--- config.mk ---
export PLATFORM = sky130hd
export DESIGN_NAME = audio_sample_streamer
export DESIGN_NICKNAME = d
export VERILOG_FILES = /design/src/rtl/audio_sample_streamer.sv
export SDC_FILE = /design/constraint.sdc
export NUM_CORES = 1
export LEC_CHECK = 0
export CAP_MARGIN = 10
export CORE_ASPECT_RATIO = 1.75
export CORE_MARGIN = 4
export CORE_UTILIZATION = 51
export DETAILED_ROUTE_END_ITERATION = 10
export PLACE_DENSITY = 0.75
export SYNTH_ARGS = -nofsm -noshare
export SYNTH_HDL_FRONTEND = slang
export SYNTH_SLANG_ARGS = --single-unit
--- constraint.sdc ---
create_clock -name clk -period 2.6 [get_ports clk]
set_input_delay 0.52 -clock clk [delete_from_list [all_inputs] [get_ports clk]]
set_output_delay 0.52 -clock clk [all_outputs]
set_load 0.05 [all_outputs]
--- src/rtl/audio_sample_streamer.sv ---
// Memory-mapped audio output FIFO: the CPU pushes samples over the bus and each rising
// edge of the asynchronous sample request pops one sample onto a parallel output.
module audio_sample_streamer #(
    parameter int DEPTH       = 16,
    parameter int SAMPLE_W    = 16,
    parameter int SYNC_STAGES = 2
) (
    input  logic                clk,
    input  logic                reset,
    input  logic                we,
    input  logic [31:0]         addr,
    input  logic [31:0]         wd,
    output logic [31:0]         rd,
    input  logic                req_in,
    output logic [SAMPLE_W-1:0] sample_out,
    output logic                sample_stb,
    output logic                irq_low
);

    localparam int PTR_W = $clog2(DEPTH);
    localparam int CNT_W = $clog2(DEPTH) + 1;

    localparam logic [PTR_W-1:0] PTR_ONE  = PTR_W'(1);
    localparam logic [CNT_W-1:0] CNT_ONE  = CNT_W'(1);
    localparam logic [CNT_W-1:0] CNT_FULL = CNT_W'(DEPTH);
    localparam logic [CNT_W-1:0] CNT_LOW  = CNT_W'(DEPTH / 4);

    typedef enum logic [1:0] {
        REG_DATA   = 2'd0,
        REG_STATUS = 2'd1,
        REG_CTRL   = 2'd2,
        REG_RSVD   = 2'd3
    } reg_sel_e;

    logic [SAMPLE_W-1:0]    fifo_mem [DEPTH];

    logic [SYNC_STAGES-1:0] sync_q, sync_d;
    logic                   req_prev_q, req_prev_d;
    logic [PTR_W-1:0]       wr_ptr_q, wr_ptr_d;
    logic [PTR_W-1:0]       rd_ptr_q, rd_ptr_d;
    logic [CNT_W-1:0]       count_q, count_d;
    logic                   enable_q, enable_d;
    logic                   underrun_q, underrun_d;
    logic                   overflow_q, overflow_d;
    logic [SAMPLE_W-1:0]    sample_out_q, sample_out_d;
    logic                   sample_stb_q, sample_stb_d;
    logic [31:0]            rd_q, rd_d;

    reg_sel_e reg_sel;
    logic     req_edge, empty, full;
    logic     data_wr, ctrl_wr, flush, clear;
    logic     pop, push, underrun_set, overflow_set;
    logic     unused_bits;

    assign reg_sel  = reg_sel_e'(addr[3:2]);
    assign req_edge = sync_q[SYNC_STAGES-1] & ~req_prev_q;
    assign empty    = (count_q == '0);
    assign full     = (count_q == CNT_FULL);

    assign data_wr = we && (reg_sel == REG_DATA);
    assign ctrl_wr = we && (reg_sel == REG_CTRL);
    assign flush   = ctrl_wr && wd[1];
    assign clear   = ctrl_wr && wd[2];

    // A pop frees a slot in the same cycle, so a write to a full FIFO is accepted alongside it.
    assign pop          = req_edge && enable_q && !empty && !flush;
    assign push         = data_wr && !flush && (!full || pop);
    assign underrun_set = req_edge && enable_q && empty;
    assign overflow_set = data_wr && full && !pop;

    assign unused_bits = ^{addr[31:4], addr[1:0], wd[31:SAMPLE_W]};

    always_comb begin
        // NOTE: every _d gets a default first so no path through this block can infer a latch.
        sync_d       = {sync_q[SYNC_STAGES-2:0], req_in};
        req_prev_d   = sync_q[SYNC_STAGES-1];
        wr_ptr_d     = wr_ptr_q;
        rd_ptr_d     = rd_ptr_q;
        count_d      = count_q;
        enable_d     = enable_q;
        underrun_d   = underrun_q;
        overflow_d   = overflow_q;
        sample_out_d = sample_out_q;
        sample_stb_d = 1'b0;
        rd_d         = '0;

        if (ctrl_wr) begin
            enable_d = wd[0];
        end

        // Clear first so a flag event in the same cycle overrides it.
        if (clear) begin
            underrun_d = 1'b0;
            overflow_d = 1'b0;
        end
        if (underrun_set) begin
            underrun_d = 1'b1;
        end
        if (overflow_set) begin
            overflow_d = 1'b1;
        end

        if (push) begin
            wr_ptr_d = wr_ptr_q + PTR_ONE;
        end
        if (pop) begin
            rd_ptr_d     = rd_ptr_q + PTR_ONE;
            sample_out_d = fifo_mem[rd_ptr_q];
            sample_stb_d = 1'b1;
        end

        case ({push, pop})
            2'b10:   count_d = (count_q == CNT_FULL) ? count_q : count_q + CNT_ONE;
            2'b01:   count_d = (count_q == '0) ? count_q : count_q - CNT_ONE;
            default: count_d = count_q;
        endcase

        if (flush) begin
            wr_ptr_d     = '0;
            rd_ptr_d     = '0;
            count_d      = '0;
            sample_out_d = '0;
            sample_stb_d = 1'b0;
        end

        case (reg_sel)
            REG_STATUS: begin
                rd_d[0]    = empty;
                rd_d[1]    = full;
                rd_d[2]    = underrun_q;
                rd_d[3]    = overflow_q;
                rd_d[15:8] = 8'(count_q);
            end
            REG_CTRL: rd_d[0] = enable_q;
            default:  rd_d = '0;
        endcase
    end

    always_ff @(posedge clk or negedge reset) begin
        // NOTE: sequential state uses non-blocking assignments so every flop samples pre-edge values.
        if (!reset) begin
            sync_q       <= '0;
            req_prev_q   <= 1'b0;
            wr_ptr_q     <= '0;
            rd_ptr_q     <= '0;
            count_q      <= '0;
            enable_q     <= 1'b0;
            underrun_q   <= 1'b0;
            overflow_q   <= 1'b0;
            sample_out_q <= '0;
            sample_stb_q <= 1'b0;
            rd_q         <= '0;
        end else begin
            sync_q       <= sync_d;
            req_prev_q   <= req_prev_d;
            wr_ptr_q     <= wr_ptr_d;
            rd_ptr_q     <= rd_ptr_d;
            count_q      <= count_d;
            enable_q     <= enable_d;
            underrun_q   <= underrun_d;
            overflow_q   <= overflow_d;
            sample_out_q <= sample_out_d;
            sample_stb_q <= sample_stb_d;
            rd_q         <= rd_d;
        end
    end

    // NOTE: the storage array is deliberately not reset; count and pointers alone define validity.
    always_ff @(posedge clk) begin
        if (push) begin
            fifo_mem[wr_ptr_q] <= wd[SAMPLE_W-1:0];
        end
    end

    assign rd         = rd_q;
    assign sample_out = sample_out_q;
    assign sample_stb = sample_stb_q;
    assign irq_low    = enable_q && (count_q <= CNT_LOW);

endmodule

# --- Yosys cells after proc, flatten, opt, wreduce, memory -nomap -nowiden ---
# Memories as Yosys holds them, arrays and structs flattened.
# Cells that the tools add are included.
totals:
  regBits: 48
  mem_bits_rw: 256
  input_bits: 68
  out_inout_bits: 50
  wordCells: 72
  mem_count: 1
mem_list:
  columns: ["name", "depth", "width", "read_ports", "rd_ports_with_merged_regs", "wr", "line_no", "source"]
  rows:
  - ["fifo_mem", 16, 16, 1, 0, 1, "35", "logic [SAMPLE_W-1:0] fifo_mem [DEPTH];"]
op_classes:
  addsub: 4
  magnitude_cmp: 1
  n_eq_ne: 7
  muxes: 20
  n_bitwise: 2
  reduce_logical: 26
ops:
  columns: ["op", "count"]
  rows:
  - ["16-bit two-way mux", 2]
  - ["5-bit two-way mux", 4]
  - ["4-bit two-way mux", 4]
  - ["1-bit logical AND", 13]
  - ["5-bit one-hot mux with 2 select lines", 1]
  - ["4-bit by 1-bit adder with 4-bit output (second input constant)", 2]
  - ["2-bit nonzero test", 4]
  - ["1-bit two-way mux", 7]
  - ["3-bit != test (second input constant)", 2]
  - ["5-bit by 1-bit adder with 5-bit output (second input constant)", 1]
  - ["5-bit equality test (second input constant)", 1]
  - ["5-bit by 3-bit less-or-equal comparator with 1-bit output (second input constant)", 1]
  - ["5-bit logical NOT", 1]
  - ["5-bit by 1-bit subtractor with 5-bit output (second input constant)", 1]
  - ["2-bit by 1-bit equality test with 1-bit output (second input constant)", 2]
  - ["2-bit equality test (second input constant)", 2]
  - ["1-bit logical NOT", 4]
  - ["3-bit two-way mux", 1]
  - ["3-bit AND reduction", 1]
  - ["3-bit nonzero test", 1]
  - ["2-bit logical NOT", 1]
  - ["1-bit one-hot mux with 2 select lines", 1]
  - ["1-bit AND", 1]
  - ["1-bit logical OR", 1]
  - ["1-bit NOT", 1]

# --- Longest topological paths before layout ---
# Gate-level depths: netlist of the first run.
depth:
  ltp_word: 10
  ltp_mapped: 13
  depth_no_buf: 12

# --- Worst setup path after synthesis of the first run ---
# No wires, ideal clock.
synth_timing:
  path_type: "input-to-reg"
  start: "input addr[2]"
  end: "memory fifo_mem[4][0] (enable)"
  setup_time_ps: 409
  arrival_ps: 2717
  required_ps: 2191
  slack_ps: -526
  path_stages: 6
  n_path_buf: 0
  cell_sequence: "inv_1 ha_1 and3_1 a311oi_2 nand2_1 nor3_1"
synth_via:
  elab_chain_cells: 9
  word_cells_on_any_way: 12
  cone_classes: "eq/ne (1); mux (2); reduce/logical (9)"
synth_lines:
  columns: ["item", "line_no", "source"]
  rows:
  - ["start: declaration", "11", "input logic [31:0] addr,"]
  - ["2-bit equality test", "61", "assign ctrl_wr = we && (reg_sel == REG_CTRL);"]
  - ["1-bit logical AND", "61", null]
  - ["1-bit logical AND", "62", "assign flush = ctrl_wr && wd[1];"]
  - ["1-bit logical NOT", "66, 67", null]
  - ["1-bit logical AND", "66", "assign pop = req_edge && enable_q && !empty && !flush;"]
  - ["1-bit logical OR", "67", "assign push = data_wr && !flush && (!full || pop);"]
  - ["1-bit logical AND *", "67", null]
  - ["1-bit two-way mux *", "170", "if (push) begin"]
  - ["1-bit two-way mux (implied by the code) *", "171", "fifo_mem[wr_ptr_q] <= wd[SAMPLE_W-1:0];"]
  - ["end: declaration", "35", null]
# Every way passes the cells marked *; elsewhere a longest branch is shown, timed or not.

# --- Worst setup path after layout of the first run ---
layout_timing:
  start: "input addr[2]"
  end: "memory fifo_mem[1][14] (enable)"
# The elaborated chain is that of the path after synthesis.

==> metrics.txt, run 1 <==
WL final=24.8 mm; CTS max path bufs=3; global-route wire length before repair=about 38 mm; Synth warnings=0; Adder-Cell Fraction of Synth Area=1.31%; die height=211 um; Hold WS=0.0635 ns; die area=roughly 26,000 um^2; setup ws final=0.0504 ns; first-iteration detailed-routing DRC count=between 500 and 600; nets@finish=around 800; Synth top area share=64.0%; Max Freq=392 MHz; CP required=2.83 ns; clock share of power=between 20% and 30%; Slew headroom=50.3%; Min-Delay Path Class=input pin to asynchronous set/reset pin; fraction of layout instances using a drive strength above 1=26.9%; Worst-Skew Late Latency=between 0.5 and 0.6 ns; P_sw=3.69 mW; P&R area growth vs syn=17.7%; Power Internal=about 8.9 mW; grt met2 use=35.7%; critical path arrival=2.78 ns; Final Max Tran Viols=0; Max IR drop VDD=0.441 mV; unrepaired setup endpoints after global routing=true; post-synthesis mux area share=15.2%; crit path launch type=input pin; PwrDens=890 nW/um^2; final setup fails=0; Post-Syn Instances=608; sw frac=29.3%; drt first pass iters=5; commonest non-fill, non-tap cells in the layout=edfxtp_1, mux4_2, buf_4, clkdlybuf4s50_1, dfrtp_1; IO Port Bufs=48; initial antenna violation count=1; Crit Path Category=input pin to flip-flop; FP Rows=74; clock tree root buffer cell=clkbuf_16; clock sink total=301; met3 GRT Util=2.09%; sequential area share after synthesis=73.3%; worst-margin pin slew=0.746 ns; initial core utilization=51.7%; I/O pin cnt=approximately 120; largest net degree at the start of global routing=34; Congestion Overflow GR=0; Fill cells=1,585; max cap viols=0; gpl congestion=0.873; Total Routing Usage GR=19.4%; number of global-route vias before repair=6,599; placed cell areas=13,300 um^2; hpwl dp=16.6 mm; Setup crit end kind=flip-flop; GR peak layer=met2; Area contributors post-synth=edfxtp_1, mux4_2, dfrtp_1; Setup TNS=0 ns; Compound-Gate Fraction of Synth Area=3.32%; CTS buffer count=25; CP Max Fanout=11; Synth area leader=edfxtp_1; Via density=approximately 5.7; largest family of logic cells by synthesized area=multiplexers; design area=14,200 um^2; Final Hold Fails=0; CTS tree=done; Comb pwr share=between 20% and 30%; Placement Setup Slack=-0.445 ns; DR WL/cell=23.7 um; simple-gate share of the synthesized area=3.24%; Reg power frac=47.0%; Tmin final=2.55 ns; most common cell after layout, fill and taps aside=edfxtp_1; LEAKAGE=just under 5 nW; post-synthesis cell type count=46; CTS H-tree depth=1; Die W=124 um; post-route ant nets=0; post-synthesis register bit count=301; xor/xnor share of the synthesized area=less than 1%; outcome=complete, no violations; detailed-route DRC error count=0; core area=23,200 um^2; Worst Skew=just over 0.009 ns; met1 Resource Use GR=between 20% and 30%; Synth Area per Inst=19.8 um^2; Post-Syn Area=12,000 um^2; detailed-route via count=5,976; Design Power=12.6 mW; Reg clk slew, reported paths=0.06 ns; final worst path period share=98.1%
==> critical path, cell delays in order <==
cell and delay [ns]:
clkdlybuf4s50_1 0.48, inv_1 0.06, ha_2 0.19, and3_4 0.16
buf_6 0.14, a311oi_2 0.26, buf_4 0.23, nor3b_2 0.29
and2_2 0.25, buf_4 0.19
==> cell families after synthesis <==
logic type,count (synthesis)
flops,301
mux,101
simple gates,73
buf+inv,63
compound gates,52
fa+ha+maj,12
xor+xnor,5
other cells,1
==> per-layer routing <==
metal | wire (um) | vias up
li1 | - | 2617
met1 | 8790 | 3100
met2 | 14000 | 208
met4 | 791 | 0
met3 | 1190 | 51
met5 | 0 | -
==> what timing repair did <==
| action | CTS | global route |
|---|---|---|
| pin swaps | 0 | 4 |
| endpoints found under the setup margin | 1 | 60 |
| setup buffers | 0 | 3 |
| hold endpoints to repair | 0 | 0 |
| cloned | 0 | 1 |
| resized for setup | 1 | 21 |
| hold buffers | 0 | 0 |
==> layout make-up <==
type | count | area [um^2] | area share [%]
antenna | 1 | 2.50 | 0.0177
clock buffer | 34 | 669 | 4.73
clock inverter | 10 | 73.8 | 0.522
inverter | 12 | 45.0 | 0.318
multi-input combinational | 266 | 3020 | 21.3
sequential | 301 | 8820 | 62.3
tap | 304 | 380 | 2.69
timing repair buffer | 117 | 1140 | 8.06
==> state kept, by name (all words and copies together) (netlist names) <==
signal      flops
fifo_mem      256
rd_ptr_q        4
sample_stb      1
rd              9
count_q         5
enable_q        1
underrun_q      1
sync_q          2
overflow_q      1
sample_out     16
wr_ptr_q        4
req_prev_q      1
==> metrics by stage <==
stage                     cells  util, %
after CTS                  1040     60.4
final                      1045     60.9
after floorplan             630        -
after global placement      996     57.2
after detailed placement    996     57.2
after global routing       1045     60.9
==> synthesized netlist by cell type (all sizes together) <==
master   count
a21o         2
a21oi        5
a22o         1
a22oi        1
a311o        1
a311oi       1
a31o        16
a41oi        1
and2        13
and3         3
buf         45
clkbuf       6
conb         1
dfrtp       45
edfxtp     256
fa           1
ha          11
inv         12
mux2         4
mux2i       33
mux4        64
nand2       17
nand2b       1
nand3        7
nand3b       2
nand4        2
nor2        15
nor2b        1
nor3         9
nor3b        1
nor4         1
o211ai       1
o21ai        4
o22ai       16
o2bb2ai      1
o31ai        2
or3          1
xnor2        1
xor2         4
==> power groups by stage <==
stage | Combinational (mW) | Clock [mW] | Sequential (mW)
3_5_place_dp | 3.18 | 0 | 6.01
3_3_place_gp | 3.07 | 0 | 5.99
6_report | 3.19 | 3.49 | 5.92
5_1_grt | 3.40 | 3.76 | 5.95
4_1_cts | 3.18 | 3.55 | 5.91
2_1_floorplan | 1.92 | 0 | 6.25
==> worst paths after layout <==
kind                            slack, ns  cells after the start              end  startpoint
worst max register to register       0.12                     11       count_q[3]  count_q[3]
worst min-delay path                 0.06                      1            rd[2]       reset
worst max-delay path                 0.05                     10  fifo_mem[1][14]     addr[2]
max in group asynchronous            1.97                      2    sample_out[3]       reset
worst min register to register       0.36                      0        sync_q[1]   sync_q[0]
min in group clk                     0.36                      0        sync_q[1]   sync_q[0]
Note: power is estimated with default switching activity, not from simulation.
==> run 2, diff against run 1 <==
Settings changed: HOLD_SLACK_MARGIN from default to 0.1.
==> run 2 against run 1 <==
Effect of this change:
- sequential power hardly changed
- non-clock buffer count is 1 higher
- register-to-register slack better by 0.02 ns
- global-route usage stayed put
- clock-buffer cell count stayed put
- highest routed layer unchanged
- total power hardly changed
- first-iteration DRC count is 8.4% higher
==> metrics.txt, run 2 (synthesized netlist as in run 1, its figures left out) <==
Setup crit end kind=flip-flop; detailed-route via count=5,970; largest net degree at the start of global routing=34; crit path launch type=input pin; DR WL/cell=23.6 um; Max Freq=391 MHz; FP Rows=between 70 and 80; initial core utilization=51.7%; final setup fails=0; Largest Register=fifo_mem; hpwl dp=16.6 mm; most common cell after layout, fill and taps aside=edfxtp_1; P&R area growth vs syn=17.8%; number of global-route vias before repair=between 6,000 and 7,000; R2R Setup Slk=roughly 0.14 ns; cell with the largest stage delay on the worst path=clkdlybuf4s50_1; Worst-Skew Late Latency=0.52 ns; die area=26,200 um^2; IO Port Bufs=48; initial antenna violation count=1; unrepaired setup endpoints after global routing=true; first-iteration detailed-routing DRC count=554; outcome=complete, no violations; Most common cell on crit path=buf_4; Hold WS=0.361 ns; CP delay by family, top=buffers and inverters; R2R depth=11; LEAKAGE=4.87 nW; Hold Path Sink=sync_q[1]; PwrDens=889 nW/um^2; reg2reg start=count_q[3]; Total Routing Usage GR=19.4%; Slew headroom=50.2%; Tmin final=2.56 ns; clock share of power=27.6%; Power Internal=8.91 mW; Congestion Overflow GR=0; CP Max Fanout=11; worst path bufs/invs=5; CP required=about 2.8 ns; CTS buffer count=25; crit-path cells=clkdlybuf4s50_1, inv_1, ha_2, and3_4, buf_6, a311oi_2, buf_4, nor3b_2, and2_2, buf_4; global-route wire length before repair=38.2 mm; worst-margin pin slew=0.747 ns; clock tree root buffer cell=clkbuf_16; Worst Skew=0.00992 ns; nets@finish=approximately 800; Worst Hold Depth=0; Crit Reg-Reg Endpoint=count_q[3]; P_sw=3.68 mW; max reg flops=~260; core area=23,200 um^2; Via density=5.71; die height=211 um; Die W=124 um; drt first pass iters=4; min-delay src=sync_q[0]; Placement Setup Slack=-0.445 ns; CTS max path bufs=3; Reg power frac=47.1%; commonest non-fill, non-tap cells in the layout=edfxtp_1, mux4_2, buf_4, clkdlybuf4s50_1, dfrtp_1; setup ws final=around 0.041 ns; critical path arrival=about 2.8 ns; WL final=24.7 mm; Reg clk slew, reported paths=0.06 ns; post-route ant nets=0; detailed-route DRC error count=0; Final Max Tran Viols=0; CP peak stage delay=0.48 ns; CTS H-tree depth=1; CTS tree=done; I/O pin cnt=118; Min-Delay Path Class=flip-flop to flip-flop; gpl congestion=0.873; Crit Path Category=input pin to flip-flop; fraction of layout instances using a drive strength above 1=26.9%; final worst path period share=98.4%; max cap viols=0; Comb pwr share=25.3%; Max IR drop VDD=0.442 mV; sw frac=between 20 and 30%; Final Hold Fails=0; clock sink total=301
run 2: cell types whose count changed in the layout (fill, tap and decap cells not counted), sizes merged:
cell / before / now
dlygate4sd3: 0 / 1
run 2: power groups by stage:
stage | Clock, mW | Combinational (mW) | Sequential (mW)
floorplan | 0 | 1.92 | 6.25
global placement | 0 | 3.07 | 5.99
detailed placement | 0 | 3.18 | 6.01
CTS | 3.55 | 3.18 | 5.91
global route | 3.76 | 3.40 | 5.95
finish | 3.48 | 3.19 | 5.93
run 2: worst max path at each step:
stage,start,end,slack [ns],depth (start not counted)
floorplan,addr[2],fifo_mem[12][0],-0.12,6
global placement,addr[2],count_q[3],-0.39,13
finish,addr[2],fifo_mem[1][14],0.04,10
CTS,count_q[1],count_q[4],0.04,10
detailed placement,addr[2],fifo_mem[3][14],-0.44,10
global route,addr[2],fifo_mem[1][15],-0.02,10
run 2: area by class of cell:
cell class / instances / area [um^2]
flip-flops and latches: 301 / 8820
repair buffers: 118 / 1150
multi-input cells: 266 / 3020
fillers: 1584 / 9080
inverters: 12 / 45.0
diodes: 1 / 2.50
clock buffers: 34 / 669
well taps: 304 / 380
clock inverters: 10 / 73.8
run 2: per-stage QoR:
step           instances  utilization, %  power, mW  instance area, um^2  setup TNS, ns
6_report            1046            60.9       12.6                14200              0
5_1_grt             1046            60.9       13.1                14200         -0.261
4_1_cts             1041            60.4       12.6                14000              0
3_5_place_dp         996            57.2       9.19                13300         -85.53
3_3_place_gp         996            57.2       9.06                13300         -77.59
2_1_floorplan        630               -       8.17                12100         -20.39
run 2: routing by layer:
metal	routed length, um	GRT usage, %	share of wire [%]	vias up
li1	-	-	-	2619
met1	8720	23.4	35	3072
met2	14000	35.7	57	220
met3	1190	2.09	4.8	59
met4	824	6.96	3.3	0
met5	0	0	0	-
run 2: what timing repair did:
item                                    4_1_cts  5_1_grt
gates cloned                                  0        1
pin swaps                                     0        4
hold buffers                                  1        0
resized for setup                             1       21
endpoints found under the hold margin        25        0
endpoints found under the setup margin        1       60
buffers inserted                              0        3
==> RTL edit 1, RTL diff (config.mk and constraints of run 1) <==
`DEPTH`: 16 -> 32.
--- a/src/rtl/audio_sample_streamer.sv
+++ b/src/rtl/audio_sample_streamer.sv
@@ -1,7 +1,7 @@
 // Memory-mapped audio output FIFO: the CPU pushes samples over the bus and each rising
 // edge of the asynchronous sample request pops one sample onto a parallel output.
 module audio_sample_streamer #(
-    parameter int DEPTH       = 16,
+    parameter int DEPTH       = 32,
     parameter int SAMPLE_W    = 16,
     parameter int SYNC_STAGES = 2
 ) (
Function: changed (Yosys sat finds a counterexample within 10 cycles, from zero or initial values and one cycle with reset low).
==> RTL edit 1 against run 1 <==
- critical path depth is 4 lower
- sequential cell count is 260 higher
- design area is 83% higher
- wire length is 110% higher
- power is 93% higher
- combinational power is 130% higher
- first-iteration DRC count is 120% higher
- clock skew is 4.9 ps higher
- die area is 77% higher
- area after synthesis is 82% higher
- setup slack better by 22 ps
- highest routed layer unchanged
==> RTL edit 1: results (changes against run 1) <==
** Final layout
- The number of antenna diodes came to 0 (-1).
- Number of fill cells :: 2904 (+83%)
- The number of flip-flops under the largest register name was 512 (+100%).
- The share of final-layout standard cells stronger than drive strength 1 came to 0.260 (-0.00868).
- Number of nets in the layout :: 1365 (+70%)

** Setup path
- The endpoint arrival time on the critical path was 2970 ps (+190 ps).
- The worst-case reg-to-reg path depth was 6 (-5).
- Startpoint of the most critical setup path :: rd_ptr_q[0]
- Critical Path Fanout Max :: 28 (+17)
- The endpoint identified for the worst register-to-register timing path is sample_out[0].
- The register-to-register setup slack came to 70 ps (-50 ps).
- For this design, the slowest cell found on the critical path is sky130_fd_sc_hd__dfrtp_4.

** Route
- Total number of vias :: 11300 (+90%)
- Drt first-iter violations :: 1142 (+120%)
- Mean routed wirelength per cell :: 27.6 um (+17%)
- The per-cell via count in the routed design is 6.04 (+5.5%).

** Place
- The number of input and output port buffers inserted came to 49 (+2.1%).
- The post-place setup slack came to -338 ps (+107 ps).
- The post-DP HPWL was 32800 um (+97%).
- Final weighted congestion in routability-driven placement :: 0.901 (+3.2%)
- The number of placed instances with taps included is 1798 (+81%).

** GRT
- The via count of the first global-routing pass was 12100 (+83%).
- The global-route wire length before repair is 76700 um (+100%).
- The overall track demand over capacity in global routing came to 0.227 (+0.0330).

** STA
- The clock skew was 14.0 ps (+4.91 ps).
- Max_slew headroom :: 0.416 (-0.0867)
- Fin crit period :: 2530 ps (-22.2 ps)

** Power and ir drop
- The worst-case vdd ir drop is 0.849 mV (+92%).
- Lkg Pwr :: 8.69 nW (+79%)
- Sw Share :: 0.302 (+0.00938)

** Clock network
- The number of H-tree levels was 2 (+1).
- Number of buffers added by the clock tree synthesis step :: 44 (+76%)
- The insertion delay of the later-clocked pin in the worst-skew pair came to 560 ps (+40 ps).

** Yosys
- Ranked by total cell area, the synthesized netlist is headed by sky130_fd_sc_hd__edfxtp_1 (70%), sky130_fd_sc_hd__mux4_2 (9.9%), sky130_fd_sc_hd__dfrtp_1 (5.6%).
- Most used standard cells in the synthesized netlist :: sky130_fd_sc_hd__edfxtp_1 (512), sky130_fd_sc_hd__mux4_2 (96), sky130_fd_sc_hd__mux2i_1 (66)
- The count of flip-flops with a built-in enable after synthesis was 512 (+100%).
- The sequential cell area fraction in the yosys report was 0.758 (+0.0247).
- Number of instances in the synthesized netlist :: 1114 (+83%)

** Outcome
- The flow ran to the end, and the final reports show no timing, DRC or antenna violations.

** Min path
- Worst min-delay path class :: reg2reg
[RTL edit 1: cell count changes in the layout (fill, tap and decap cells not counted), sizes merged, moves of 19 or more]
cell	delta
edfxtp	+256
buf	+67
mux2i	+33
nor2	+33
a22oi	+32
mux4	+32
nand2	+29
clkbuf	+27
a211oi	+19
[RTL edit 1: final cells by class]
type                    count  share of cell area
flip-flops and latches    561               0.640
multi-input cells         486               0.197
repair buffers            184              0.0804
clock buffers              62              0.0478
well taps                 561              0.0270
clock inverters            18             0.00665
inverters                   7             0.00101
[RTL edit 1: worst min path at each step]
stage                       endpoint
after detailed placement   sync_q[1]
after CTS                  sync_q[1]
after global routing       sync_q[1]
final                      sync_q[1]
after global placement     sync_q[1]
after floorplan           count_q[0]
[RTL edit 1: metal layers]
layer	GRT usage	share of wire
met3	0.0227	0.049
met2	0.407	0.54
met5	0	0
met1	0.265	0.34
met4	0.130	0.066
[RTL edit 1: cells by family (layout without fill, tap and decap cells)]
family,Yosys count,count (layout),share of synthesized area
compound gates,134,134,0.0463
xor+xnor,9,9,0.00360
fa+ha+maj,13,13,0.00777
buf+inv,88,271,0.0218
flops,561,561,0.758
mux,167,167,0.132
other cells,1,22,0.000171
simple gates,141,141,0.0306
[RTL edit 1: timing repair]
| item | in CTS | in global routing |
|---|---|---|
| hold endpoints to repair | 22 | 0 |
| hold buffers | 1 | 0 |
| setup endpoints to repair | 0 | 1 |
| resized for setup | 0 | 1 |
[RTL edit 1: critical path: cells and delay by family, from the launching register on]
kind / cells / cell delay (ps)
AO/OA/AOI/OAI: 2 / 780
flip-flops: 1 / 490
buffers and inverters: 2 / 490
multiplexers: 1 / 350
AND/OR/NAND/NOR: 1 / 230
[RTL edit 1: per-stage QoR]
| stage | instance area [sq um] | power [mW] |
|---|---|---|
| 3_5_place_dp | 24500 | 17.9 |
| 3_3_place_gp | 24500 | 17.7 |
| 5_1_grt | 26000 | 25.2 |
| 4_1_cts | 26000 | 24.4 |
| 2_1_floorplan | 22200 | 14.9 |
| 6_report | 26000 | 24.3 |
[RTL edit 1: power groups by stage]
stage	Combinational (mW)	Clock, mW	Sequential, mW
after global routing	7.57	7.09	10.5
final	7.21	6.60	10.5
after CTS	7.25	6.71	10.5
after global placement	7.05	0	10.7
after detailed placement	7.21	0	10.7
after floorplan	3.99	0	10.9
==> RTL edit 2, RTL diff (flow settings as in run 1) <==
Without the edit above. Remove the register `rd_q`: a continuous assignment takes its place, so the output `rd` follows one clock earlier.
--- a/src/rtl/audio_sample_streamer.sv
+++ b/src/rtl/audio_sample_streamer.sv
@@ -149,7 +149,6 @@
             overflow_q   <= 1'b0;
             sample_out_q <= '0;
             sample_stb_q <= 1'b0;
-            rd_q         <= '0;
         end else begin
             sync_q       <= sync_d;
             req_prev_q   <= req_prev_d;
@@ -161,9 +160,10 @@
             overflow_q   <= overflow_d;
             sample_out_q <= sample_out_d;
             sample_stb_q <= sample_stb_d;
-            rd_q         <= rd_d;
         end
     end
+
+    assign rd_q = rd_d;
 
     // NOTE: the storage array is deliberately not reset; count and pointers alone define validity.
     always_ff @(posedge clk) begin
Formal check against the unedited RTL: not equivalent (Yosys sat finds a counterexample within 4 cycles, from zero or initial values and one cycle with reset low).
==> RTL edit 2 against run 1 <==
- the flow now finishes with violations (negative setup slack)
- sequential share of layout area decreased by 1.7 points
- design area rose by 0.19%
- area after synthesis shrank 1.9%
- power increased by 0.62%
- critical path depth rose by 3
- wire length grew 0.76%
- setup slack got worse by 100 ps
- sequential cell count fell by 9
- largest cell class unchanged
==> RTL edit 2: results (changes against run 1) <==
** Outcome
- The flow ran to the end, but the final reports show violations.
- The final reports fail on negative setup slack.

** GRT
- Initial antenna violation count :: 0 (-1)
- The via count of the first global-routing pass is 6511 (-1.3%).
- The largest net degree at the start of global routing is 37 (+8.8%).
- Total global routing track utilization :: 0.196 (+0.00161)
- Global-route wire length before repair :: 37700 um (-1.3%)

** Setup path
- In this run the worst setup path terminates at count_q[3].
- Critical path data arrival time :: 3050 ps (+270 ps)
- The worst-path maximum fanout was 3 (-8).
- Register-to-Register Path Depth :: 12 (+1)

** STA
- The post-route worst setup slack was -49.8 ps (-100 ps).
- The minimum hold slack is 139 ps (+75.6 ps).
- The tightest slew margin relative to the limit came to 0.378 (-0.125).
- The setup total negative slack came to -49.8 ps (-49.8 ps).
- Worst clock skew :: 12.6 ps (+3.44 ps)
- Count of endpoints failing setup in the final report :: 1 (+1)

** Yosys
- Most used standard cells in the synthesized netlist :: sky130_fd_sc_hd__edfxtp_1 (256), sky130_fd_sc_hd__mux4_2 (64), sky130_fd_sc_hd__dfrtp_1 (36)
- Mapped Avg Cell Area :: 19.7 sq um (-0.40%)
- Post-synthesis async set-or-reset flop share :: 0.123 (-0.0262)
- Largest cells by area after synthesis :: sky130_fd_sc_hd__edfxtp_1 (65%), sky130_fd_sc_hd__mux4_2 (12%), sky130_fd_sc_hd__dfrtp_1 (7.6%)
- Sequential cell area fraction in the yosys report :: 0.728 (-0.00509)

** Clock network
- The post-CTS setup buffer count was 4 (+4).
- The clock buffer count from CTS is 24 (-4.0%).
- The quantity of gates resized following cts was 7 (+6).

** Route
- The number of design-rule violations left by the first detailed-router iteration came to 439 (-14%).
- Total met2 wirelength after detailed routing :: 14500 um (+3.3%)
- The wire length on met1 was 8750 um (-0.41%).
- Routed vias/inst :: 5.77 (+0.86%)
- The total met3 wirelength after detailed routing is 1090 um (-7.9%).

** Final layout
- The number of antenna diodes is 0 (-1).
- The number of nets in the finished design was 799 (-0.50%).
- The share of final-layout standard cells stronger than drive strength 1 came to 0.304 (+0.0350).
- Number of fill cells :: 1509 (-4.8%)

** Power and ir drop
- Lkg Pwr :: 4.85 nW (-0.34%)
- The worst-case vdd ir drop is 0.478 mV (+8.2%).

** Place
- Inst Count DP :: 985 (-1.1%)
- Dpl hpwl :: 16800 um (+1.1%)
-- RTL edit 2: cell types whose count changed in the layout (fill, tap and decap cells not counted), moves of 3 or more --
| cell | change |
|---|---|
| sky130_fd_sc_hd__dfrtp_1 | -11 |
| sky130_fd_sc_hd__and2_1 | -3 |
| sky130_fd_sc_hd__buf_12 | +8 |
| sky130_fd_sc_hd__and2_4 | +5 |
| sky130_fd_sc_hd__clkinvlp_4 | +3 |
| sky130_fd_sc_hd__clkbuf_1 | -3 |
| sky130_fd_sc_hd__buf_6 | +4 |
| sky130_fd_sc_hd__clkdlybuf4s50_1 | -9 |
-- RTL edit 2: layout make-up --
type                    instances  area, sq um  area share
clock buffers                  30          644      0.0454
clock inverters                14          151      0.0107
inverters                      12         45.0     0.00318
multi-input cells             266         3050       0.215
flip-flops and latches        292         8600       0.606
well taps                     300          375      0.0265
repair buffers                123         1310      0.0927
-- RTL edit 2: cell families after synthesis --
logic type / share of synthesized area
and+or+nand+nor: 0.0330
adders and majority gates: 0.0134
DFF: 0.728
xor gates and xnor gates: 0.00371
buffers and inverters: 0.0327
other: 0.000318
AOI/OAI and AO/OA: 0.0338
muxes: 0.155
-- RTL edit 2: power groups by stage --
| stage | clock network [mW] | logic, mW | registers, mW |
|---|---|---|---|
| floorplan | 0 | 1.98 | 6.03 |
| finish | 3.64 | 3.32 | 5.72 |
| global route | 3.90 | 3.53 | 5.75 |
| detailed placement | 0 | 3.25 | 5.80 |
| global placement | 0 | 3.15 | 5.78 |
| CTS | 3.71 | 3.27 | 5.70 |
-- RTL edit 2: layer usage --
metal,track usage,vias up
met5,0,-
met4,0.0549,0
met3,0.0222,39
met2,0.368,198
met1,0.234,3135
li1,-,2609
